$ cat config.mk
export PLATFORM = sky130hd
export DESIGN_NAME = reg_file_wr_ctl
export DESIGN_NICKNAME = d
export VERILOG_FILES = /design/src/rtl/reg_file_wr_ctl.sv
export SDC_FILE = /design/constraint.sdc
export NUM_CORES = 1
export LEC_CHECK = 0
export ABC_AREA = 1
export CELL_PAD_IN_SITES_DETAIL_PLACEMENT = 1
export CELL_PAD_IN_SITES_GLOBAL_PLACEMENT = 2
export CORE_AREA = 4 4 50 61
export CTS_BUF_LIST = sky130_fd_sc_hd__clkbuf_2
export CTS_CLUSTER_DIAMETER = 150
export DETAILED_ROUTE_END_ITERATION = 8
export DIE_AREA = 0 0 54 65
export GPL_TIMING_DRIVEN = 0
export PLACE_DENSITY_LB_ADDON = 0.1
export SETUP_SLACK_MARGIN = 0.15
export SLEW_MARGIN = 20
export SYNTH_ARGS = -nofsm -noshare
export SYNTH_HDL_FRONTEND = slang
export SYNTH_SLANG_ARGS = --single-unit
$ cat constraint.sdc
create_clock -name CK -period 1.3 [get_ports CK]
set_input_delay 0.13 -clock CK [delete_from_list [all_inputs] [get_ports CK]]
set_output_delay 0.13 -clock CK [all_outputs]
set_load 0.01 [all_outputs]
$ cat src/rtl/reg_file_wr_ctl.sv
// Register-file write-cycle sequencer: SETUP / STROBE / HOLD around each write,
// with a single-entry pending slot and a sticky overrun flag for dropped requests.
module reg_file_wr_ctl #(
  parameter int unsigned STROBE_LEN = 2
) (
  input  logic       CK,
  input  logic       RESET_n,
  input  logic [4:0] CSDEST,
  input  logic       LCS_n,
  input  logic       WRTRF,
  input  logic       RRF_REQ,
  input  logic       CLR_OVR,
  output logic       WRF_n,
  output logic       WADDR_LE,
  output logic       DBUF_OE_n,
  output logic       BUSY,
  output logic       WDONE,
  output logic       OVERRUN,
  output logic       RD_STALL
);

  typedef enum logic [1:0] {IDLE, SETUP, STROBE, HOLD} state_e;

  state_e     state_q, state_d;
  logic [3:0] cnt_q, cnt_d;
  logic       pend_q, pend_d;
  logic       ovr_q, ovr_d;
  logic       req;
  logic       ovr_set;

  always_comb begin
    req     = WRTRF | (LCS_n & (CSDEST == 5'd5));
    state_d = state_q;
    cnt_d   = cnt_q;
    pend_d  = pend_q;
    ovr_set = 1'b0;
    unique case (state_q)
      IDLE: begin
        if (req) state_d = SETUP;
      end
      SETUP: begin
        state_d = STROBE;
        cnt_d   = 4'(STROBE_LEN - 1);
        if (req) begin
          if (pend_q) ovr_set = 1'b1;
          else        pend_d  = 1'b1;
        end
      end
      STROBE: begin
        if (cnt_q == 4'd0) state_d = HOLD;
        else               cnt_d   = cnt_q - 4'd1;
        if (req) begin
          if (pend_q) ovr_set = 1'b1;
          else        pend_d  = 1'b1;
        end
      end
      HOLD: begin
        // A held request starts the next write; a fresh one on this edge refills the slot.
        if (pend_q | req) begin
          state_d = SETUP;
          pend_d  = pend_q & req;
        end else begin
          state_d = IDLE;
        end
      end
      default: state_d = IDLE;
    endcase
    ovr_d = ovr_set | (ovr_q & ~CLR_OVR);
  end

  always_ff @(posedge CK or negedge RESET_n) begin
    if (!RESET_n) begin
      state_q <= IDLE;
      cnt_q   <= '0;
      pend_q  <= 1'b0;
      ovr_q   <= 1'b0;
    end else begin
      state_q <= state_d;
      cnt_q   <= cnt_d;
      pend_q  <= pend_d;
      ovr_q   <= ovr_d;
    end
  end

  assign WADDR_LE  = (state_q == SETUP);
  assign WRF_n     = (state_q != STROBE);
  assign DBUF_OE_n = (state_q == IDLE);
  assign BUSY      = (state_q != IDLE);
  assign WDONE     = (state_q == HOLD);
  assign OVERRUN   = ovr_q;
  assign RD_STALL  = RRF_REQ & ((state_q == STROBE) | (state_q == HOLD));

endmodule

Word level (Yosys, flattened, before mapping)
Cells that the tools add are included.
{ "word_totals": {"reg_bits": 8, "in_bits": 11, "word_cells": 45} }
{ "op_classes": {"n_addsub": 1, "n_eq_ne": 10, "muxes": 12, "bitwise_logic": 9, "n_reduce_logical": 9} }
{ "op_table": {"columns": ["operator", "n"], "rows": [
  ["$pmux 2 s4", 1],
  ["$pmux 4 s2", 1],
  ["$mux 1", 6],
  ["$ne 2x1->1 const B", 3],
  ["$ne 2x2->1 const B", 3],
  ["$reduce_bool 2->1", 3],
  ["$eq 5x3->1 const B", 1],
  ["$and 1x1->1", 4],
  ["$eq 2x2->1 const B", 2],
  ["$logic_not 4->1", 1],
  ["$mux 2", 2],
  ["$mux 4", 1],
  ["$or 1x1->1", 4],
  ["$reduce_and 2->1", 2],
  ["$sub 4x1->4 const B", 1],
  ["$reduce_and 3->1", 1],
  ["$eq 2x1->1 const B", 1],
  ["$logic_not 2->1", 1],
  ["$pmux 1 s2", 1],
  ["$reduce_or 2->1", 1],
  ["$not 1->1", 1]
]} }

Logic depth before layout (Yosys ltp)
Gate-level depths: netlist of run 1.
{ "depth": {"word_depth": 6, "depth_mapped": 9, "mapped_depth_nobuf": 9} }

Least setup slack after synthesis of run 1
Ideal clock, no wire load.
{ "synth_path": {"path_kind": "reg2reg", "from": "register state_q[0]", "to": "register cnt_q[3]", "setup_ns": 0.118, "t_arrival_ns": 1.190, "setup_slack_ns": -0.008, "path_stages_with_launch": 9, "n_path_buf": 0, "period_less_slack_ns": 1.308, "path_cell_list": "dfrtp_1 > inv_1 > ha_1 > inv_1 > nand2_2 > nand2_2 > nand2_2 > xor2_1 > nor2_1"} }
{ "synth_via": {"elab_chain_cells": 3, "elab_cells_between_ends": 6} }
{ "synth_lines": {"columns": ["element", "line", "text"], "rows": [
  ["start, declared", "24", "state_e state_q, state_d;"],
  ["start signal, assigned", "78", "state_q <= state_d;"],
  ["$eq 2x2->1 / $eq 2x1->1 (equally long branches)", "37", "unique case (state_q)"],
  ["$ne 2x2->1 (no source line) / $reduce_bool 2->1 (equally long branches)", null, null],
  ["$reduce_and 2->1 (no source line)", null, null],
  ["end signal, assigned", "79", "cnt_q <= cnt_d;"],
  ["end, declared", "25", "logic [3:0] cnt_q, cnt_d;"]
]} }
Parallel ways exist; a longest one is shown, timed or not.
A chain may end at the register's enable or synchronous reset.

Final worst setup path of run 1
{ "layout_path": {"from": "register state_q[1]", "to": "output RD_STALL"} }
{ "layout_via": {"elab_chain_cells": 3, "elab_cells_between_ends": 4} }
{ "layout_lines": {"columns": ["element", "line", "text"], "rows": [
  ["$eq 2x2->1", "91", "assign RD_STALL = RRF_REQ & ((state_q == STROBE) | (state_q == HOLD));"],
  ["$or 1x1->1 (*)", "91", null],
  ["$and 1x1->1 (*)", "91", null],
  ["end, declared", "19", "output logic RD_STALL"]
]} }
Mark *: on every way between the ends. The rest lies on a longest branch, timed or not.

==> qor.csv, run 1 <==
stage;metric;value;unit
sta;RSZ-0062 raised after global routing;yes;
global_routing;number of global-route vias before repair;551;
clocking;clk_lat worst skew;230;ps
synth;Cells after Synth;67;
power;Power Density;2510;nW/um2
global_routing;largest net degree at the start of global routing;9;
sta;skew final;12.9;ps
cells_and_area;number of fill cells;282;
sta;Final min period;1330;ps
cells_and_area;post-layout instance area;991;um2
die;die width;54;um
sta;Worst-Margin Slew;377;ps
synth;area share of the largest cell type after synthesis;38.0;%
critical_path;CP required;1170;ps
cells_and_area;most common cell after layout, fill and taps aside;buf_4;
critical_path;CP endpoint kind;output port;
synth;post-synthesis cell area;527;um2
clocking;CTS Buffer Depth;2;
cells_and_area;Layout Utilization;40.0;%
route;routed len/inst;10.5;um
route;vias post-DR;555;
placement;GP Congestion;0.671;
synth;Synth Register Bits;8;
outcome;status;complete, but fails checks;
hold_path;hold crit path type;primary input to async pin;
cells_and_area;area growth from synthesis to layout;88.1;%
route;Vias per Instance;4.08;
cells_and_area;commonest cells after routing, fill and taps aside;buf_4, nand2_1, clkdlybuf4s50_1;
placement;DP HPWL;1110;um
critical_path;startpoint types;flop;
job;max_cap viols;0;
route;1st-iter DRT viols;3;
power;worst vdd ir;1110;uV
global_routing;initial antenna violation count;0;
placement;count of input and output buffers;17;
sta;endpoints failing setup;3;
synth;yosys synthesis warning count;0;
synth;post-synth cell types;16;
cells_and_area;NumNets Final;122;
synth;Mean Syn Cell Area;7.86;um2
clocking;root buffer cell;clkbuf_2;
sta;Final Hold Fails;0;
sta;Tcrit/Tclk final;102;%
synth;net count after synthesis;84;
die;die area;3510;um2
cells_and_area;layout cells sized above 1;49.5;%
critical_path;WP data arrival;1200;ps
die;row count;20;
critical_path;kind of critical path;flop to output port;
route;final WL;1430;um
cells_and_area;ANT cells;0;
clocking;htree depth;1;
sta;relative max-transition margin;74.8;%
route;Post-DRT Antenna Nets;0;
sta;final hold slack;169;ps
die;Core Region;2480;um2
cells_and_area;area of the multi-input gates;380;um2
clocking;clock tree from TritonCTS;done;
route;TritonRoute pass-1 iters;2;
critical_path;CP max FO;4;
die;Die Y;65;um
route;drt drc;0;
clocking;clock sink total;8;
global_routing;total grt overflow;0;
sta;f_max;751;MHz
power;Leak Pwr;0.000472;uW
outcome;failing checks;negative setup slack;
global_routing;total track usage;8.44;%
synth;post-synth top area cell;dfrtp_1;
die;Starting Density;21.3;%
synth;largest cells by area after synthesis;dfrtp_1, ha_1, inv_1, nand2_1, nor2_1;
clocking;Worst-path clk slew;90;ps
global_routing;first-pass GRT wire length;2230;um
sta;worst setup margin;-32.1;ps
synth;sequential area share after synthesis;38.0;%
cells_and_area;Reg area;203;um2
clocking;CTS Hold Buffers Added;0;
placement;post-placement cell area;753;um2
clocking;CTS Buf Count;3;
sta;max-slew violation count;0;
die;I/O pin count;18;
-- power breakdown --
| group | leakage (uW) | internal [uW] | switching [uW] |
|---|---|---|---|
| sequential | 0.0000941 | 370 | 125 |
| combinational | 0.000365 | 985 | 855 |
| clock | 0.0000125 | 63.0 | 85.1 |
-- flip-flops by register name, indices dropped and copies added, names as in the netlist --
signal and flops:
pend_q 1, state_q 2, OVERRUN 1, cnt_q 4
-- worst paths after layout --
path / end / slack (ps) / from / cells past startpoint
hold reg to reg: pend_q$_DFFE_PN0P_ / 540 / pend_q$_DFFE_PN0P_ / 2
max in group asynchronous: state_q[0]$_DFFE_PN0P_ / 820 / RESET_n / 1
setup reg to reg: cnt_q[3]$_DFFE_PN0P_ / -10 / state_q[1]$_DFFE_PN0P_ / 8
hold / removal: OVERRUN$_DFF_PN0_ / 170 / RESET_n / 1
setup / recovery: RD_STALL / -30 / state_q[1]$_DFFE_PN0P_ / 3
min in group CK: OVERRUN$_DFF_PN0_ / 460 / CLR_OVR / 2
-- critical path: stages, from the launching register on --
cell and delay [ps]:
dfrtp_2 470, ha_4 190, o21a_1 170, buf_2 130
-- layer usage --
metal	routed length [um]	GRT usage [%]
met5	0	0
met3	59	2.07
met1	603	9.87
met2	763	14.5
met4	0	2.80
-- repair_timing --
action | CTS | global route
endpoints found under the hold margin | 0 | 0
buffers inserted | 6 | 10
pin swaps | 7 | 9
setup endpoints to repair | 14 | 14
gates resized for setup | 42 | 20
-- cell usage after synthesis --
master     n
o21ai_0    4
nand2_2    4
dfrtp_1    8
o21a_1     1
xor2_1     2
a21oi_1    1
nand2_4    1
o22ai_1    2
inv_2      1
inv_1     12
nand3_1    4
ha_1       6
nor3_1     1
nand2_1   12
nor2_1     7
nand3b_1   1
-- cell families (layout without fill, tap and decap cells) --
kind of cell               count (synthesis)  after routing  share of synthesized area (%)
adders and majority gates                  6              6                           14.3
and+or+nand+nor                           30             30                           26.6
AOI/OAI and AO/OA                          8              8                           8.55
DFF                                        8              8                           38.0
xor gates and xnor gates                   2              2                           3.33
buffers and inverters                     13             49                           9.26
-- cell type report --
class | instances | share of cell area [%]
clock buffers | 3 | 1.52
multi-input cells | 46 | 38.4
well taps | 33 | 4.17
repair buffers | 33 | 29.5
flip-flops and latches | 8 | 20.5
inverters | 13 | 5.93
-- metrics by stage --
step	setup TNS (ps)	std cells	power [uW]	setup WS, ps
global route	-399	136	2700	-93.7
floorplan	0	67	1160	125
global placement	-1130	117	1570	-268
finish	-55.5	136	2480	-32.1
detailed placement	-1220	117	1580	-286
CTS	-202	126	2020	-60.1
No activity file was read; power rests on OpenSTA's default activity.
==> run 2, diff against run 1 <==
--- a/config.mk
+++ b/config.mk
@@ -14,7 +14,9 @@
 export DETAILED_ROUTE_END_ITERATION = 8
 export DIE_AREA = 0 0 54 65
 export GPL_TIMING_DRIVEN = 0
+export MAX_ROUTING_LAYER = met4
 export PLACE_DENSITY_LB_ADDON = 0.1
+export REMOVE_ABC_BUFFERS = 1
 export SETUP_SLACK_MARGIN = 0.15
 export SLEW_MARGIN = 20
 export SYNTH_ARGS = -nofsm -noshare
==> run 2 against run 1 <==
  * The run still ends with negative setup slack left
  * Power increased by 6.8%
  * Final cell count decreased by 1.5%
  * Wire length increased by 8.9%
  * Clock-buffer cell count unchanged
  * Highest routed layer is now met4
  * Core utilization increased by 2.1 points
  * Largest cell class unchanged
  * Sequential share of layout area decreased by 1.3 points
  * Final area increased by 5.3%
  * Sequential power decreased by 8.1%
  * Clock power decreased by 4%
==> qor.csv, run 2 (synthesized netlist as in run 1, its figures left out) <==
stage;metric;value;unit;change
critical_path;kind of critical path;flop to flop;;
die;Starting Density;21.3;%;unchanged
die;row count;20;;unchanged
route;routed len/inst;11.6;um;+11%
global_routing;initial antenna violation count;0;;unchanged
global_routing;number of global-route vias before repair;589;;+6.9%
sta;worst setup margin;-72.9;ps;-40.8 ps
cells_and_area;ANT cells;0;;unchanged
clocking;root buffer cell;clkbuf_2;;
power;Sw Share;42.7;%;-0.19 points
cells_and_area;commonest cells after routing, fill and taps aside;buf_6, clkdlybuf4s50_1, dfrtp_1, nand2_1, nor2_1;;
sta;RSZ-0062 raised after global routing;yes;;
sta;endpoints failing setup;4;;+1
route;drt drc;0;;unchanged
sta;max-slew violation count;0;;unchanged
outcome;status;complete, but fails checks;;
hold_path;hold crit path type;primary input to async pin;;
cells_and_area;number of fill cells;288;;+2.1%
job;max_cap viols;0;;unchanged
route;Post-DRT Antenna Nets;0;;unchanged
critical_path;CP max FO;4;;unchanged
cells_and_area;max reg flops;4;;unchanged
outcome;failing checks;negative setup slack;;
cells_and_area;layout cells sized above 1;50.5;%;+0.98 points
sta;Tcrit/Tclk final;106;%;+3.1 points
clocking;clock sink total;8;;unchanged
route;1st-iter DRT viols;4;;+1
power;internal power;1520;uW;+7.1%
power;sequential power share;17.2;%;-2.7 points
power;Leak Pwr;0.000481;uW;+2.0%
die;die width;54;um;unchanged
clocking;clk_lat worst skew;220;ps;about the same
clocking;htree depth;1;;unchanged
global_routing;first-pass GRT wire length;2620;um;+17%
cells_and_area;NumNets Final;120;;-1.6%
clocking;CTS Buf Count;3;;unchanged
cells_and_area;Largest Register;cnt_q;;
placement;GP Congestion;0.662;;-1.3%
die;Core Region;2480;um2;unchanged
global_routing;largest net degree at the start of global routing;9;;unchanged
placement;post-placement cell area;738;um2;-2.0%
critical_path;startpoint types;flop;;
power;Comb power frac;77.5;%;+3.4 points
sta;Final Hold Fails;0;;unchanged
cells_and_area;area growth from synthesis to layout;98.1;%;
route;Vias per Instance;4.10;;+0.58%
critical_path;WP data arrival;1480;ps;+280 ps
placement;DP HPWL;1100;um;-1.0%
route;vias post-DR;550;;-0.90%
cells_and_area;post-layout instance area;1040;um2;+5.3%
die;die area;3510;um2;unchanged
sta;relative max-transition margin;74.6;%;-0.20 points
power;P_sw;1130;uW;+6.3%
critical_path;CP endpoint kind;flop;;
die;Die Y;65;um;unchanged
sta;Final min period;1370;ps;+40.8 ps
clocking;Worst-path clk slew;80;ps;about the same
cells_and_area;most common cell after layout, fill and taps aside;buf_6;;
placement;count of input and output buffers;17;;unchanged
route;final WL;1550;um;+8.9%
clocking;clock tree from TritonCTS;done;;
route;TritonRoute pass-1 iters;3;;+1
global_routing;total grt overflow;0;;unchanged
critical_path;CP required;1410;ps;+240 ps
power;worst vdd ir;1030;uV;-7.0%
clocking;CTS Buffer Depth;2;;unchanged
die;I/O pin count;18;;unchanged
sta;Worst-Margin Slew;380;ps;+3.02 ps
sta;skew final;5.64;ps;-7.30 ps
power;Clock power frac;5.3;%;-0.7 points
global_routing;total track usage;10.5;%;+2.0 points
power;Power Density;2540;nW/um2;+1.4%
sta;f_max;728;MHz;-3.0%
cells_and_area;Largest regs;cnt_q x4, state_q x2;;
placement;pre-CTS WS;-308;ps;-22.5 ps
==> run 2: cell types whose count changed in the layout (fill, tap and decap cells not counted), sizes merged <==
cell / previous run / this run
buf: 22 / 20
==> run 2: layer usage <==
| metal | up-vias | track usage, % | part of all wire, % |
|---|---|---|---|
| met1 | 258 | 11.3 | 37 |
| met3 | 2 | 1.38 | 2.4 |
| met2 | 10 | 18.8 | 59 |
| met5 | - | - | 0 |
| li1 | 280 | - | - |
| met4 | 0 | 3.74 | 1.2 |
==> run 2: final cells by class <==
cell class	count	area [um2]	share of cell area, %
sequential	8	200	19.2
tap	33	41.3	3.96
clock buffer	3	15.0	1.44
multi-input combinational	46	413	39.6
inverter	13	56.3	5.40
timing repair buffer	31	318	30.5
==> run 2: path summary, 6_finish.rpt <==
check,start,endpoint,slack [ps],cells after the start
max,state_q[1]$_DFFE_PN0P_,cnt_q[3]$_DFFE_PN0P_,-70,8
min,RESET_n,cnt_q[1]$_DFFE_PN0P_,190,1
max reg2reg,state_q[1]$_DFFE_PN0P_,cnt_q[3]$_DFFE_PN0P_,-70,8
min reg2reg,cnt_q[3]$_DFFE_PN0P_,cnt_q[3]$_DFFE_PN0P_,550,2
max in group asynchronous,RESET_n,cnt_q[0]$_DFFE_PN0P_,840,1
min in group CK,CLR_OVR,OVERRUN$_DFF_PN0_,500,2
==> run 2: power groups by stage <==
stage | sequential (uW) | clock, uW | combinational (uW)
global placement | 461 | 0 | 1070
global route | 473 | 166 | 2230
detailed placement | 458 | 0 | 1080
CTS | 445 | 149 | 1870
finish | 455 | 142 | 2050
floorplan | 445 | 0 | 671
==> run 2: what timing repair did <==
| item | 4_1_cts | 5_1_grt |
|---|---|---|
| endpoints found under the setup margin | 14 | 14 |
| pin swaps | 8 | 3 |
| gates cloned | 0 | 0 |
| setup buffers | 13 | 1 |
| hold buffers | 0 | 0 |
| resized for setup | 64 | 12 |
==> run 2: through the flow <==
stage | utilization, % | setup TNS [ps] | total power, uW | hold slack (ps) | instances
finish | 42.1 | -178 | 2650 | 187 | 134
global route | 42.1 | -588 | 2870 | 197 | 134
CTS | 40.1 | -152 | 2460 | 195 | 133
detailed placement | 29.8 | -1410 | 1530 | 451 | 117
global placement | 29.8 | -1440 | 1530 | 446 | 117
floorplan | - | -8.20 | 1120 | -166 | 67
==> run 2: worst max-delay path, stage by stage, from the launching register on <==
cell and delay [ps]:
dfrtp_1 430, buf_6 140, ha_4 160, buf_12 130
nand2_8 90, nand2_4 60, nand2_2 60, xor2_1 150
nor2_1 50
